## src/rtl/flag_branch_unit_pkg.sv

```systemverilog
// cpu_pkg: opcode encodings, branch condition enum and flag bit indices
// shared by the flag/branch unit and anything that drives it.
package cpu_pkg;

  localparam logic [4:0] OP_ADD   = 5'b00000;
  localparam logic [4:0] OP_ADDI  = 5'b00001;
  localparam logic [4:0] OP_SUB   = 5'b00010;
  localparam logic [4:0] OP_SUBI  = 5'b00011;
  localparam logic [4:0] OP_MUL   = 5'b00100;
  localparam logic [4:0] OP_DIV   = 5'b00101;
  localparam logic [4:0] OP_AND   = 5'b00110;
  localparam logic [4:0] OP_ANDI  = 5'b00111;
  localparam logic [4:0] OP_OR    = 5'b01000;
  localparam logic [4:0] OP_ORI   = 5'b01001;
  localparam logic [4:0] OP_NOT   = 5'b01010;
  localparam logic [4:0] OP_XOR   = 5'b01011;
  localparam logic [4:0] OP_XORI  = 5'b01100;
  localparam logic [4:0] OP_CMP   = 5'b01101;
  localparam logic [4:0] OP_LD    = 5'b01110;
  localparam logic [4:0] OP_ST    = 5'b01111;
  localparam logic [4:0] OP_MOVEH = 5'b10000;
  localparam logic [4:0] OP_MOVEL = 5'b10001;
  localparam logic [4:0] OP_CALL  = 5'b10010;
  localparam logic [4:0] OP_RET   = 5'b10011;
  localparam logic [4:0] OP_BR    = 5'b10100;
  localparam logic [4:0] OP_RETI  = 5'b10101;

  // Bit positions inside the {N,Z} flag word
  localparam int FLAG_N = 1;
  localparam int FLAG_Z = 0;

  typedef enum logic [2:0] {
    COND_EQ = 3'b000,
    COND_NE = 3'b001,
    COND_LT = 3'b010,
    COND_GT = 3'b011,
    COND_LE = 3'b100,
    COND_GE = 3'b101,
    COND_AL = 3'b110,
    COND_NV = 3'b111
  } cond_e;

  // Arithmetic/logic ops commit the ALU flags; moves, memory, control do not.
  function automatic logic is_flag_setting(input logic [4:0] op);
    case (op)
      OP_ADD, OP_ADDI, OP_SUB, OP_SUBI, OP_MUL, OP_DIV, OP_AND, OP_ANDI,
      OP_OR, OP_ORI, OP_NOT, OP_XOR, OP_XORI, OP_CMP: return 1'b1;
      default: return 1'b0;
    endcase
  endfunction

endpackage

```

## src/rtl/flag_branch_unit_if.sv

```systemverilog
// Execute-stage bundle between the issue side and the flag/branch unit.
// master drives instruction/ALU inputs, slave is the flag/branch unit.
interface flag_branch_unit_if #(
  parameter int FLAG_STACK_DEPTH = 4
);
  localparam int LW = $clog2(FLAG_STACK_DEPTH) + 1;

  logic          instr_valid_i;
  logic          stall_i;
  logic [4:0]    opcode_i;
  logic [2:0]    cond_i;
  logic [1:0]    alu_flags_i;
  logic          int_ack_i;
  logic [1:0]    flags_o;
  logic          br_valid_o;
  logic          br_taken_o;
  logic [LW-1:0] stack_level_o;
  logic          stack_err_o;

  modport master (
    output instr_valid_i, stall_i, opcode_i, cond_i, alu_flags_i, int_ack_i,
    input  flags_o, br_valid_o, br_taken_o, stack_level_o, stack_err_o
  );

  modport slave (
    input  instr_valid_i, stall_i, opcode_i, cond_i, alu_flags_i, int_ack_i,
    output flags_o, br_valid_o, br_taken_o, stack_level_o, stack_err_o
  );

endinterface

```

## src/rtl/flag_branch_unit_flag_stack.sv

```systemverilog
// flag_stack: small LIFO of saved {N,Z} words for interrupt entry/return.
// A simultaneous push and pop leaves the stack untouched (the caller reads
// top_o); any pop or push+pop on empty, or push on full, sets the sticky err.
module flag_stack #(
  parameter int DEPTH = 4,
  parameter int LW    = $clog2(DEPTH) + 1
) (
  input  logic          clk,
  input  logic          rst_n,
  input  logic          push_i,
  input  logic          pop_i,
  input  logic [1:0]    din_i,
  output logic [1:0]    top_o,
  output logic          empty_o,
  output logic [LW-1:0] level_o,
  output logic          err_o
);
  localparam int PW = $clog2(DEPTH);

  logic [1:0]    mem [DEPTH];
  logic [LW-1:0] level_q;
  logic          err_q;
  logic          full;
  logic [LW-1:0] top_lvl;
  logic [PW-1:0] top_idx;

  assign full    = (level_q == LW'(DEPTH));
  assign empty_o = (level_q == '0);
  assign top_lvl = level_q - LW'(1);
  assign top_idx = top_lvl[PW-1:0];
  assign top_o   = mem[top_idx];
  assign level_o = level_q;
  assign err_o   = err_q;

  // Occupancy and sticky error; reset discards the contents by emptying
  always_ff @(posedge clk or negedge rst_n) begin
    if (!rst_n) begin
      level_q <= '0;
      err_q   <= 1'b0;
    end else if (push_i && pop_i) begin
      if (empty_o) err_q <= 1'b1;
    end else if (push_i) begin
      if (full) err_q <= 1'b1;
      else      level_q <= level_q + LW'(1);
    end else if (pop_i) begin
      if (empty_o) err_q <= 1'b1;
      else         level_q <= level_q - LW'(1);
    end
  end

  // Entry storage; written only on an accepted push, never reset
  always_ff @(posedge clk) begin
    if (push_i && !pop_i && !full) mem[level_q[PW-1:0]] <= din_i;
  end

endmodule

```

## src/rtl/flag_branch_unit.sv

```systemverilog
// flag_branch_unit: architectural {N,Z} register, registered branch resolve
// and interrupt flag save/restore.
// Build option FLAG_STACK_EN: when defined, saves go to a FLAG_STACK_DEPTH
// deep LIFO (flag_stack); otherwise a single shadow register is used and
// nested interrupts overwrite the older save.
module flag_branch_unit
  import cpu_pkg::*;
#(
  parameter int FLAG_STACK_DEPTH = 4
) (
  input logic               clk,
  input logic               rst_n,
  flag_branch_unit_if.slave bus
);
  localparam int LW = $clog2(FLAG_STACK_DEPTH) + 1;

  function automatic logic cond_met(input cond_e c, input logic [1:0] f);
    logic n;
    logic z;
    n = f[FLAG_N];
    z = f[FLAG_Z];
    case (c)
      COND_EQ: return z;
      COND_NE: return ~z;
      COND_LT: return n;
      COND_GT: return ~n & ~z;
      COND_LE: return n | z;
      COND_GE: return ~n;
      COND_AL: return 1'b1;
      default: return 1'b0;
    endcase
  endfunction

  logic          eff_p0;
  logic          push_p0;
  logic          pop_p0;
  logic          is_br_p0;
  logic          fset_p0;
  logic [1:0]    flags_q;
  logic [1:0]    flags_d;
  logic [1:0]    restore_flags;
  logic          restore_ok;
  logic          vld_p1;
  logic          taken_p1;
  logic [LW-1:0] level;
  logic          err;

  // Stall masks every state change, including interrupt saves
  assign eff_p0   = bus.instr_valid_i & ~bus.stall_i;
  assign push_p0  = bus.int_ack_i & ~bus.stall_i;
  assign pop_p0   = eff_p0 & (bus.opcode_i == OP_RETI);
  assign is_br_p0 = eff_p0 & (bus.opcode_i == OP_BR);
  assign fset_p0  = eff_p0 & is_flag_setting(bus.opcode_i);

`ifdef FLAG_STACK_EN
  logic stk_empty;

  flag_stack #(
    .DEPTH (FLAG_STACK_DEPTH),
    .LW    (LW)
  ) u_stack (
    .clk     (clk),
    .rst_n   (rst_n),
    .push_i  (push_p0),
    .pop_i   (pop_p0),
    .din_i   (flags_q),
    .top_o   (restore_flags),
    .empty_o (stk_empty),
    .level_o (level),
    .err_o   (err)
  );

  assign restore_ok = ~stk_empty;
`else
  logic [1:0] shadow_q;
  logic       shadow_vld;

  // Shadow valid bit: set by a save, cleared by a restore, kept on save+restore
  always_ff @(posedge clk or negedge rst_n) begin
    if (!rst_n)                    shadow_vld <= 1'b0;
    else if (push_p0 && !pop_p0)   shadow_vld <= 1'b1;
    else if (pop_p0 && !push_p0)   shadow_vld <= 1'b0;
  end

  // Shadow contents: each save overwrites the previous one
  always_ff @(posedge clk) begin
    if (push_p0 && !pop_p0) shadow_q <= flags_q;
  end

  assign restore_flags = shadow_q;
  assign restore_ok    = shadow_vld;
  assign level         = {{(LW-1){1'b0}}, shadow_vld};
  assign err           = 1'b0;
`endif

  // Next flags: RETI restores saved flags, flag-setting ops take the ALU flags.
  // A save in the same cycle already captured the pre-update flags_q.
  always_comb begin
    flags_d = flags_q;
    if (pop_p0) begin
      if (restore_ok) flags_d = restore_flags;
    end else if (fset_p0) begin
      flags_d = bus.alu_flags_i;
    end
  end

  // Architectural flag register
  always_ff @(posedge clk or negedge rst_n) begin
    if (!rst_n) flags_q <= 2'b00;
    else        flags_q <= flags_d;
  end

  // ---- stage p0 -> p1: branch resolved against flags committed before this edge
  always_ff @(posedge clk or negedge rst_n) begin
    if (!rst_n) begin
      vld_p1   <= 1'b0;
      taken_p1 <= 1'b0;
    end else if (!bus.stall_i) begin
      vld_p1   <= is_br_p0;
      taken_p1 <= is_br_p0 & cond_met(cond_e'(bus.cond_i), flags_q);
    end
  end

  assign bus.flags_o       = flags_q;
  assign bus.br_valid_o    = vld_p1;
  assign bus.br_taken_o    = taken_p1;
  assign bus.stack_level_o = level;
  assign bus.stack_err_o   = err;

endmodule

```

## src/flat_wrapper.sv

```systemverilog
// flat-port wrapper written by rule: the top's interface ports become plain ports
module flag_branch_unit_flat import cpu_pkg::*;
#(
  parameter int FLAG_STACK_DEPTH = 4
)
  (clk, rst_n, bus_instr_valid_i, bus_stall_i, bus_opcode_i, bus_cond_i, bus_alu_flags_i, bus_int_ack_i, bus_flags_o, bus_br_valid_o, bus_br_taken_o, bus_stack_level_o, bus_stack_err_o);
  flag_branch_unit_if #(.FLAG_STACK_DEPTH(FLAG_STACK_DEPTH)) bus_i ();
  input logic clk;
  input logic rst_n;
  input wire logic [$bits(bus_i.instr_valid_i)-1:0] bus_instr_valid_i;
  input wire logic [$bits(bus_i.stall_i)-1:0] bus_stall_i;
  input wire logic [$bits(bus_i.opcode_i)-1:0] bus_opcode_i;
  input wire logic [$bits(bus_i.cond_i)-1:0] bus_cond_i;
  input wire logic [$bits(bus_i.alu_flags_i)-1:0] bus_alu_flags_i;
  input wire logic [$bits(bus_i.int_ack_i)-1:0] bus_int_ack_i;
  output wire logic [$bits(bus_i.flags_o)-1:0] bus_flags_o;
  output wire logic [$bits(bus_i.br_valid_o)-1:0] bus_br_valid_o;
  output wire logic [$bits(bus_i.br_taken_o)-1:0] bus_br_taken_o;
  output wire logic [$bits(bus_i.stack_level_o)-1:0] bus_stack_level_o;
  output wire logic [$bits(bus_i.stack_err_o)-1:0] bus_stack_err_o;
  assign bus_i.instr_valid_i = bus_instr_valid_i;
  assign bus_i.stall_i = bus_stall_i;
  assign bus_i.opcode_i = bus_opcode_i;
  assign bus_i.cond_i = bus_cond_i;
  assign bus_i.alu_flags_i = bus_alu_flags_i;
  assign bus_i.int_ack_i = bus_int_ack_i;
  assign bus_flags_o = bus_i.flags_o;
  assign bus_br_valid_o = bus_i.br_valid_o;
  assign bus_br_taken_o = bus_i.br_taken_o;
  assign bus_stack_level_o = bus_i.stack_level_o;
  assign bus_stack_err_o = bus_i.stack_err_o;
  flag_branch_unit #(.FLAG_STACK_DEPTH(FLAG_STACK_DEPTH)) u_core (.clk(clk), .rst_n(rst_n), .bus(bus_i));
endmodule
```

## config.mk

```make
export PLATFORM = sky130hd
export DESIGN_NAME = flag_branch_unit_flat
export DESIGN_NICKNAME = d
export VERILOG_FILES = /design/src/rtl/flag_branch_unit_pkg.sv /design/src/rtl/flag_branch_unit_if.sv /design/src/rtl/flag_branch_unit_flag_stack.sv /design/src/rtl/flag_branch_unit.sv /design/src/flat_wrapper.sv
export SDC_FILE = /design/constraint.sdc
export NUM_CORES = 1
export LEC_CHECK = 0
export ABC_AREA = 1
export CAP_MARGIN = 15
export CELL_PAD_IN_SITES_DETAIL_PLACEMENT = 1
export CELL_PAD_IN_SITES_GLOBAL_PLACEMENT = 1
export CORE_AREA = 2 2 45 47
export DETAILED_ROUTE_END_ITERATION = 16
export DIE_AREA = 0 0 47 49
export HOLD_SLACK_MARGIN = 0.15
export MAX_ROUTING_LAYER = met4
export PLACE_DENSITY_LB_ADDON = 0.1
export SLEW_MARGIN = 20
export SYNTH_ARGS = -nofsm -noshare
export SYNTH_HDL_FRONTEND = slang
export SYNTH_SLANG_ARGS = --single-unit
```

## constraint.sdc

```tcl
create_clock -name clk -period 2 [get_ports clk]
set_input_delay 0.5 -clock clk [delete_from_list [all_inputs] [get_ports clk]]
set_output_delay 0.5 -clock clk [all_outputs]
set_load 0.05 [all_outputs]
```

Word level (Yosys, flattened, before mapping)
Memory sizes are Yosys's and may differ from the RTL's.
Cells that the tools add are included.
{ "word_totals": {"reg_bits": 7, "latchBits": 0, "ram_bits": 0, "output_inout_bits": 8, "elab_cells": 42, "mem_bits_ro": 16, "inputBits": 15, "memories": 1} }
{ "op_classes": {"n_bitwise": 11, "add_sub_neg": 0, "eq_ne": 9, "reduce_logical": 8, "mux": 8, "div": 0, "n_lt_le_gt_ge": 0, "multipliers": 0, "shift": 0} }
{ "mem_list": {"columns": ["name", "words", "width", "read_ports", "rd_clocked_by_memory_dff", "write_ports", "line", "source"], "rows": [
  ["(name not given)", 16, 1, 1, 0, 0, "flag_branch_unit_pkg.sv:45", "case (op)"]
]} }
{ "ops": {"columns": ["operator", "n"], "rows": [
  ["$eq 5x5->1 const B", 2],
  ["$eq 3x3->1 const B", 3],
  ["$and 1x1->1", 7],
  ["$pmux 1 s7", 1],
  ["$eq 3x2->1 const B", 2],
  ["$mux 2", 3],
  ["$mux 1", 4],
  ["$reduce_bool 2->1", 2],
  ["$eq 3x1->1 const B", 1],
  ["$logic_not 3->1", 1],
  ["$not 1->1", 3],
  ["$logic_and 1x1->1", 2],
  ["$logic_not 1->1", 2],
  ["$ne 2x2->1 const B", 1],
  ["$reduce_and 2->1", 1],
  ["$or 1x1->1", 1]
]} }

Longest topological paths before layout
Gate-level depths: netlist of the first run.
{ "logic_depth": {"depth_word": 6, "mapped_depth": 8, "mapped_depth_nobuf": 8} }

Worst setup path before layout of the first run
OpenSTA, ideal clock, no wires.
{ "synth_timing": {"kind": "input port to flip-flop", "start": "input port bus_opcode_i[1]", "end": "register u_core.shadow_vld (netlist: u_core.restore_ok)", "path_stages": 6, "setup_ns": 0.125, "path_buffers": 0, "required_time_ns": 1.875, "arrival_time_ns": 1.400, "slack_ns": 0.475, "path_cell_list": "inv_1 nand2_1 nor2_4 nand2_2 ha_1 mux2_2"} }
{ "synth_via": {"elab_chain_cells": 5, "word_cells_on_any_way": 7, "classes_between": "eq/ne (1); mux (1); bitwise (1); reduce/logical (4)"} }
{ "synth_rtl": {"columns": ["element", "line", "source"], "rows": [
  ["from (decl)", "flat_wrapper.sv:12", "input wire logic [$bits(bus_i.opcode_i)-1:0] bus_opcode_i;"],
  ["$eq 5x5->1 *", "flag_branch_unit.sv:51", "assign pop_p0 = eff_p0 & (bus.opcode_i == OP_RETI);"],
  ["$and 1x1->1 *", "flag_branch_unit.sv:51", null],
  ["$logic_not 1->1", "flag_branch_unit.sv:81", "else if (push_p0 && !pop_p0) shadow_vld <= 1'b1;"],
  ["$logic_and 1x1->1", "flag_branch_unit.sv:81", null],
  ["$mux 1 / $reduce_bool 2->1 (equally long branches)", null, null],
  ["to (signal assigned)", "flag_branch_unit.sv:80", "if (!rst_n) shadow_vld <= 1'b0;"],
  ["to (signal assigned)", "flag_branch_unit.sv:81", null],
  ["to (signal assigned)", "flag_branch_unit.sv:82", "else if (pop_p0 && !push_p0) shadow_vld <= 1'b0;"],
  ["to (decl)", "flag_branch_unit.sv:76", "logic shadow_vld;"]
]} }
Mark *: on every way between the ends. The rest lies on a longest branch, timed or not.
A chain may end at the register's enable or synchronous reset.

Worst setup path after layout of the first run
{ "layout_timing": {"start": "input port bus_opcode_i[2]", "end": "register u_core.shadow_vld (netlist: u_core.restore_ok)"} }
The elaborated chain is that of the path after synthesis.

==> results of run 1 <==
## how the worst max path moves through the flow
| stage | startpoint | cells past startpoint | slack (ns) | endpoint |
|---|---|---|---|---|
| 4_1_cts | bus_opcode_i[2] | 6 | 0.27 | u_core.restore_ok$_DFFE_PN0P_ |
| 3_3_place_gp | bus_instr_valid_i | 6 | 0.03 | u_core.restore_ok$_DFFE_PN0P_ |
| 3_5_place_dp | bus_opcode_i[2] | 6 | 0.009 | u_core.restore_ok$_DFFE_PN0P_ |
| 6_report | bus_opcode_i[2] | 6 | 0.28 | u_core.restore_ok$_DFFE_PN0P_ |
| 5_1_grt | bus_opcode_i[2] | 6 | 0.22 | u_core.restore_ok$_DFFE_PN0P_ |
| 2_1_floorplan | bus_opcode_i[1] | 6 | 0.48 | u_core.restore_ok$_DFFE_PN0P_ |
## per-stage QoR
stage	worst slack (ns)	area [µm²]	utilization [%]
after floorplan	0.475	500	-
after global placement	0.0324	719	39.1
after detailed placement	0.00912	719	39.1
after CTS	0.274	746	40.5
after global routing	0.219	746	40.5
final	0.278	746	40.5
## state kept, by name (all words and copies together), names as in the netlist
name and count:
u_core.bus.br_taken_o 1, u_core.restore_flags 2, u_core.bus.br_valid_o 1, u_core.restore_ok 1, u_core.bus.flags_o 2
## cell type report
type | count | share of cell area, %
well taps | 27 | 4.53
flip-flops and latches | 7 | 24.8
clock buffers | 4 | 3.52
inverters | 7 | 3.52
multi-input cells | 44 | 34.7
repair buffers | 24 | 28.9
## logic make-up after synthesis
group / count (synthesis) / share of synthesized area, %
flops: 7 / 37.6
fa+ha+maj: 1 / 2.54
other cells: 1 / 0.761
compound gates: 2 / 2.79
simple gates: 37 / 42.6
buf+inv: 11 / 11.4
mux: 1 / 2.28
## layer usage
metal | vias to the layer above | global-route usage (%) | part of all wire [%]
li1 | 237 | - | -
met1 | 212 | 11.0 | 41
met2 | 13 | 15.3 | 52
met3 | 2 | 4.44 | 6.3
met4 | 0 | 5.56 | 0.77
met5 | - | - | 0
## power by group through the flow
| stage | logic (mW) | registers [mW] | clock network [mW] |
|---|---|---|---|
| 5_1_grt | 0.161 | 0.181 | 0.139 |
| 4_1_cts | 0.153 | 0.178 | 0.131 |
| 6_report | 0.150 | 0.178 | 0.124 |
| 3_3_place_gp | 0.151 | 0.180 | 0 |
| 2_1_floorplan | 0.0706 | 0.204 | 0 |
| 3_5_place_dp | 0.151 | 0.181 | 0 |
## placed cells by master, fill, tap and decap left out, drive strengths merged
cell type,Yosys,final
clkbuf,0,4
ha,1,1
nor2,6,6
nand3,9,9
dfrtp,5,5
conb,1,3
edfxtp,2,2
mux2,1,1
buf,4,10
nand4,1,1
inv,7,7
o21ai,1,1
a21o,1,1
clkdlybuf4s50,0,14
nand2,20,20
nor3,1,1
==> impl_results.md, run 1 <==
- Status: completed
- Final hold vios: 0
- Total core area: 1840 µm²
- Core Rows: 16
- EDFF count, synth: 2
- Die area: 2300 µm²
- Comb pwr share: 33.1%
- Most frequent cell after synthesis: nand2_1
- R2R setup slack: 1.08 ns
- Deepest clock path buffer count: 2
- Initial Util: 26.8%
- Post-synthesis cell area: 493 µm²
- RSZ-0062 raised after global routing: false
- Endpoints failing setup: 0
- RR Startpoint: u_core.bus.flags_o[1]$_DFFE_PN0P_
- CTS H-tree depth: 1
- Global-route wire length before repair: 1.61 mm
- Final Power: 0.452 mW
- Antenna violations before repair: 0
- Synthesis warning total: 0
- Wire length per cell: 9.19 µm
- Main area contributors after synthesis: dfrtp_1, edfxtp_1, nand2_1
- Sw Ratio: 33.8%
- CP cell instances: clkdlybuf4s50_1, nand2_4, nor2_8, nand2_2, ha_1, mux2_2
- Number of CTS-inserted buffers: 3
- Period minus WS final: 1.72 ns
- Post-Route Setup TNS: 0 ns
- Clk network pwr share: 27.5%
- Vias/cell: 4.11
- # nets final: 103
- VDD IR-drop max: 260 µV
- CTS Hold Bufs: 0
- Internal Power: 0.299 mW
- Kind of critical path: input pin to flip-flop
- CP endpoint kind: flip-flop
- Critical path's largest stage delay: 0.53 ns
- Top cell type's share of synthesized area: 25.4%
- Number of port buffers: 19
- Hold WC Path Type: input pin to async pin
- Post-route insts no fill: 113
- Chip width: 47 µm
- Async set or reset register ratio after synthesis: 71.4%
- DRT Wirelength: 1.04 mm
- Area taken by multi-input logic gates: 259 µm²
- Fillers: 239
- Most common flop cell mapped by yosys: dfrtp_1
- Fmax: 581 MHz
- Required @ worst endpoint: 2.13 ns
- Vias in the first global route: 413
- Clock Sinks: 7
- CTS Root Cell: clkbuf_4
- Dpl cells: 109
- Crit Path Max Fanout: 2
- Setup Skew: 0.00486 ns
- Top delay family on crit path: buffers and inverters
- Top cell type by total area after synthesis: dfrtp_1
- Crit path launch type: input pin
- Pwr Density: 606 nW/µm²
- DR pass1 iterations: 2
- FF/Latch Area: 185 µm²
- Chip height: 49 µm
- CP bufs+invs: 1
- Yosys reg bits: 7
- Max cap viols: 0
- Gr ovfl total: 0
- Diode count: 0
- CTS tree: yes
- Slowest-stage cell, CP: clkdlybuf4s50_1
- Largest net degree at the start of global routing: 7
- WHS: 0.476 ns
- Initial DRC count: 4
- Net switching power figure: 0.153 mW
- Post-CTS Setup Bufs: 0
- R2R depth: 4
- Crit share post-route: 86.1%
- CP arrival: 1.85 ns
- Post-DP HPWL: 931 µm
- Via count: 464
- Clock transition at path regs: 0.05 ns
- Syn Inst Count: 60
- IO Count: 23
- Count of pins over their slew limit: 0
- Distinct cell type count after synthesis: 20
- Clock latency reported for the late side of the worst-skew pair: 0.25 ns
- Seq/Total Area, Yosys: 37.6%
- Avg Inst Size Synth: 8.22 µm²
- Gpl congestion: 0.665
- Share of post-route cells with drive strength above 1: 29.1%
- Synth top cells by count: nand2_1, nand3_1, inv_1, dfrtp_1
- Sequential Power Share: 39.3%
- Overall Global Routing Usage: 10.2%
- Leakage: 0.382 nW
- Final ANT Viol Nets: 0
- Drt drc: 0
- Layout area overhead: 51.3%
- Reg-to-Reg End: u_core.bus.br_taken_o$_DFFE_PN0N_
- Post-CTS Resized: 0
(Power assumes the default switching activity.)
==> run 2: changes to the inputs <==
--- a/config.mk
+++ b/config.mk
@@ -9,9 +9,9 @@
 export CAP_MARGIN = 15
 export CELL_PAD_IN_SITES_DETAIL_PLACEMENT = 1
 export CELL_PAD_IN_SITES_GLOBAL_PLACEMENT = 1
-export CORE_AREA = 2 2 45 47
+export CORE_AREA = 2 2 46 48
 export DETAILED_ROUTE_END_ITERATION = 16
-export DIE_AREA = 0 0 47 49
+export DIE_AREA = 0 0 48 50
 export HOLD_SLACK_MARGIN = 0.15
 export MAX_ROUTING_LAYER = met4
 export PLACE_DENSITY_LB_ADDON = 0.1
==> constraint.sdc (replaced) <==
create_clock -name clk -period 1.8 [get_ports clk]
set_input_delay 0.45 -clock clk [delete_from_list [all_inputs] [get_ports clk]]
set_output_delay 0.45 -clock clk [all_outputs]
set_load 0.05 [all_outputs]
==> run 2 against run 1 <==
Compared with the run above:
- clock skew down 0.0035 ns
- sequential share of layout area down 1.7 points
- sequential cell count unchanged
- core utilization up 1.6 points
- register-to-register slack worse by 0.26 ns
- design area up 7.4%
- cell count up 3.5%
- combinational power up 29%
- total power up 17%
- via count up 2.8%
- sequential power up 14%
- non-clock buffer count up 4
==> impl_results.md, run 2 (synthesis gave the netlist of run 1 again) <==
- Core Rows: 16 (unchanged)
- VDD IR-drop max: 446 µV (was 260 µV)
- Gpl congestion: 0.674 (was 0.665)
- Crit Path Max Fanout: 2 (unchanged)
- Diode count: 0 (unchanged)
- Clock Sinks: 7 (unchanged)
- Hold WC Path Type: input pin to async pin (unchanged)
- RR Startpoint: u_core.bus.flags_o[1]$_DFFE_PN0P_ (unchanged)
- Antenna violations before repair: 0 (unchanged)
- Status: completed (unchanged)
- Final Power: 0.530 mW (was 0.452 mW)
- Pwr Density: 662 nW/µm² (was 606 nW/µm²)
- Gr ovfl total: 0 (unchanged)
- Clock transition at path regs: 0.05 ns (about the same)
- Number of port buffers: 19 (unchanged)
- Post-CTS Setup Bufs: 0 (unchanged)
- Total core area: 1900 µm² (was 1840 µm²)
- Clock latency reported for the late side of the worst-skew pair: 0.24 ns (was 0.25 ns)
- Setup Skew: 0.00136 ns (was 0.00486 ns)
- Vias/cell: 4.08 (was 4.11)
- Global-route wire length before repair: 1.94 mm (was 1.61 mm)
- # nets final: 107 (was 103)
- Vias in the first global route: 512 (was 413)
- Max cap viols: 0 (unchanged)
- Most frequent cells in the layout: nand2_1, clkdlybuf4s50_1, buf_4, nand3_1, inv_1 (unchanged)
- Wire length per cell: 9.33 µm (was 9.19 µm)
- Critical path launch point: bus_opcode_i[2] (unchanged)
- CP bufs+invs: 1 (unchanged)
- Final ANT Viol Nets: 0 (unchanged)
- Critical path's largest stage delay: 0.52 ns (was 0.53 ns)
- Post-CTS Resized: 0 (unchanged)
- Kind of critical path: input pin to flip-flop (unchanged)
- Leakage: 0.409 nW (was 0.382 nW)
- CP endpoint kind: flip-flop (unchanged)
- Fillers: 221 (was 239)
- Count of pins over their slew limit: 0 (unchanged)
- Crit path launch type: input pin (unchanged)
- DRT Wirelength: 1.09 mm (was 1.04 mm)
- CP cell instances: clkdlybuf4s50_1, nand2_4, nor2_8, nand2_2, ha_1, mux2_2 (unchanged)
- Crit share post-route: 93.2%
- Final core utilization: 42.1% (was 40.5%)
- Required @ worst endpoint: 1.92 ns (was 2.13 ns)
- Setup slack after layout: 0.123 ns (was 0.278 ns)
- Chip width: 48 µm (was 47 µm)
- Pre-CTS WS: -0.143 ns (was 0.00912 ns)
- IO Count: 23 (unchanged)
- Initial Util: 25.9% (was 26.8%)
- Via count: 477 (was 464)
- RSZ-0062 raised after global routing: false (unchanged)
- Share of post-route cells with drive strength above 1: 32.2% (was 29.1%)
- Post-DP HPWL: 1.01 mm (was 931 µm)
- Chip height: 50 µm (was 49 µm)
- Number of CTS-inserted buffers: 3 (unchanged)
- Deepest clock path buffer count: 2 (unchanged)
- Layout area overhead: 62.4% (was 51.3%)
- Fmax: 596 MHz
- Period minus WS final: 1.68 ns
- Largest net degree at the start of global routing: 7 (unchanged)
- Final hold vios: 0 (unchanged)
- Initial DRC count: 0 (was 4)
- Drt drc: 0 (unchanged)
- Top delay family on crit path: buffers and inverters (unchanged)
- Die area: 2400 µm² (was 2300 µm²)
- Endpoints failing setup: 0 (unchanged)
- Overall Global Routing Usage: 11.6% (was 10.2%)
- CTS Hold Bufs: 0 (unchanged)
- CTS tree: yes (unchanged)
- CTS Root Cell: clkbuf_4 (unchanged)
- CP arrival: 1.80 ns (was 1.85 ns)
- CTS H-tree depth: 1 (unchanged)
- Most common cell after layout, fill and taps aside: nand2_1 (unchanged)
- Slowest-stage cell, CP: clkdlybuf4s50_1 (unchanged)
- DR pass1 iterations: 1 (was 2)
run 2: cell types whose count changed in the layout (fill, tap and decap cells not counted), sizes merged:
cell	previous run	this run
buf	10	14
run 2: metal layers:
metal	wire, µm	global-route usage [%]
met1	435	13.1
met4	9	5.41
met2	584	18.9
met3	63	2.20
met5	0	-
run 2: stage by stage:
| stage | hold WS [ns] | instances | cell area [µm²] | setup TNS (ns) |
|---|---|---|---|---|
| global route | 0.444 | 117 | 801 | 0 |
| CTS | 0.434 | 117 | 801 | 0 |
| floorplan | 0.154 | 62 | 500 | 0 |
| detailed placement | 0.479 | 113 | 774 | -0.143 |
| global placement | 0.471 | 113 | 774 | -0.116 |
| finish | 0.433 | 117 | 801 | 0 |
run 2: power by group:
part           leakage [nW]  internal, mW  total [mW]  switching, mW
Combinational         0.309        0.0917       0.194          0.102
Sequential           0.0849         0.182       0.203         0.0215
Clock                0.0150        0.0840       0.133         0.0493
Total                 0.409         0.357       0.530          0.173
run 2: worst paths after layout:
path                                                     endpoint  slack [ns]  cells after the start
worst max register to register  u_core.bus.br_taken_o$_DFFE_PN0N_        0.82                      4
max in group asynchronous       u_core.bus.flags_o[0]$_DFFE_PN0P_        1.17                      1
worst min register to register  u_core.bus.br_taken_o$_DFFE_PN0N_        0.49                      2
worst max-delay path                u_core.restore_ok$_DFFE_PN0P_        0.12                      6
worst min-delay path            u_core.bus.br_taken_o$_DFFE_PN0N_        0.43                      1
min in group clk                u_core.bus.br_taken_o$_DFFE_PN0N_        0.49                      2
run 2: layout make-up:
class                   instances  area [µm²]  area share, %
inverters                       7        26.3           3.28
clock buffers                   4        26.3           3.28
repair buffers                 28         270           33.7
flip-flops and latches          7         185           23.1
multi-input cells              44         259           32.3
well taps                      27        33.8           4.22
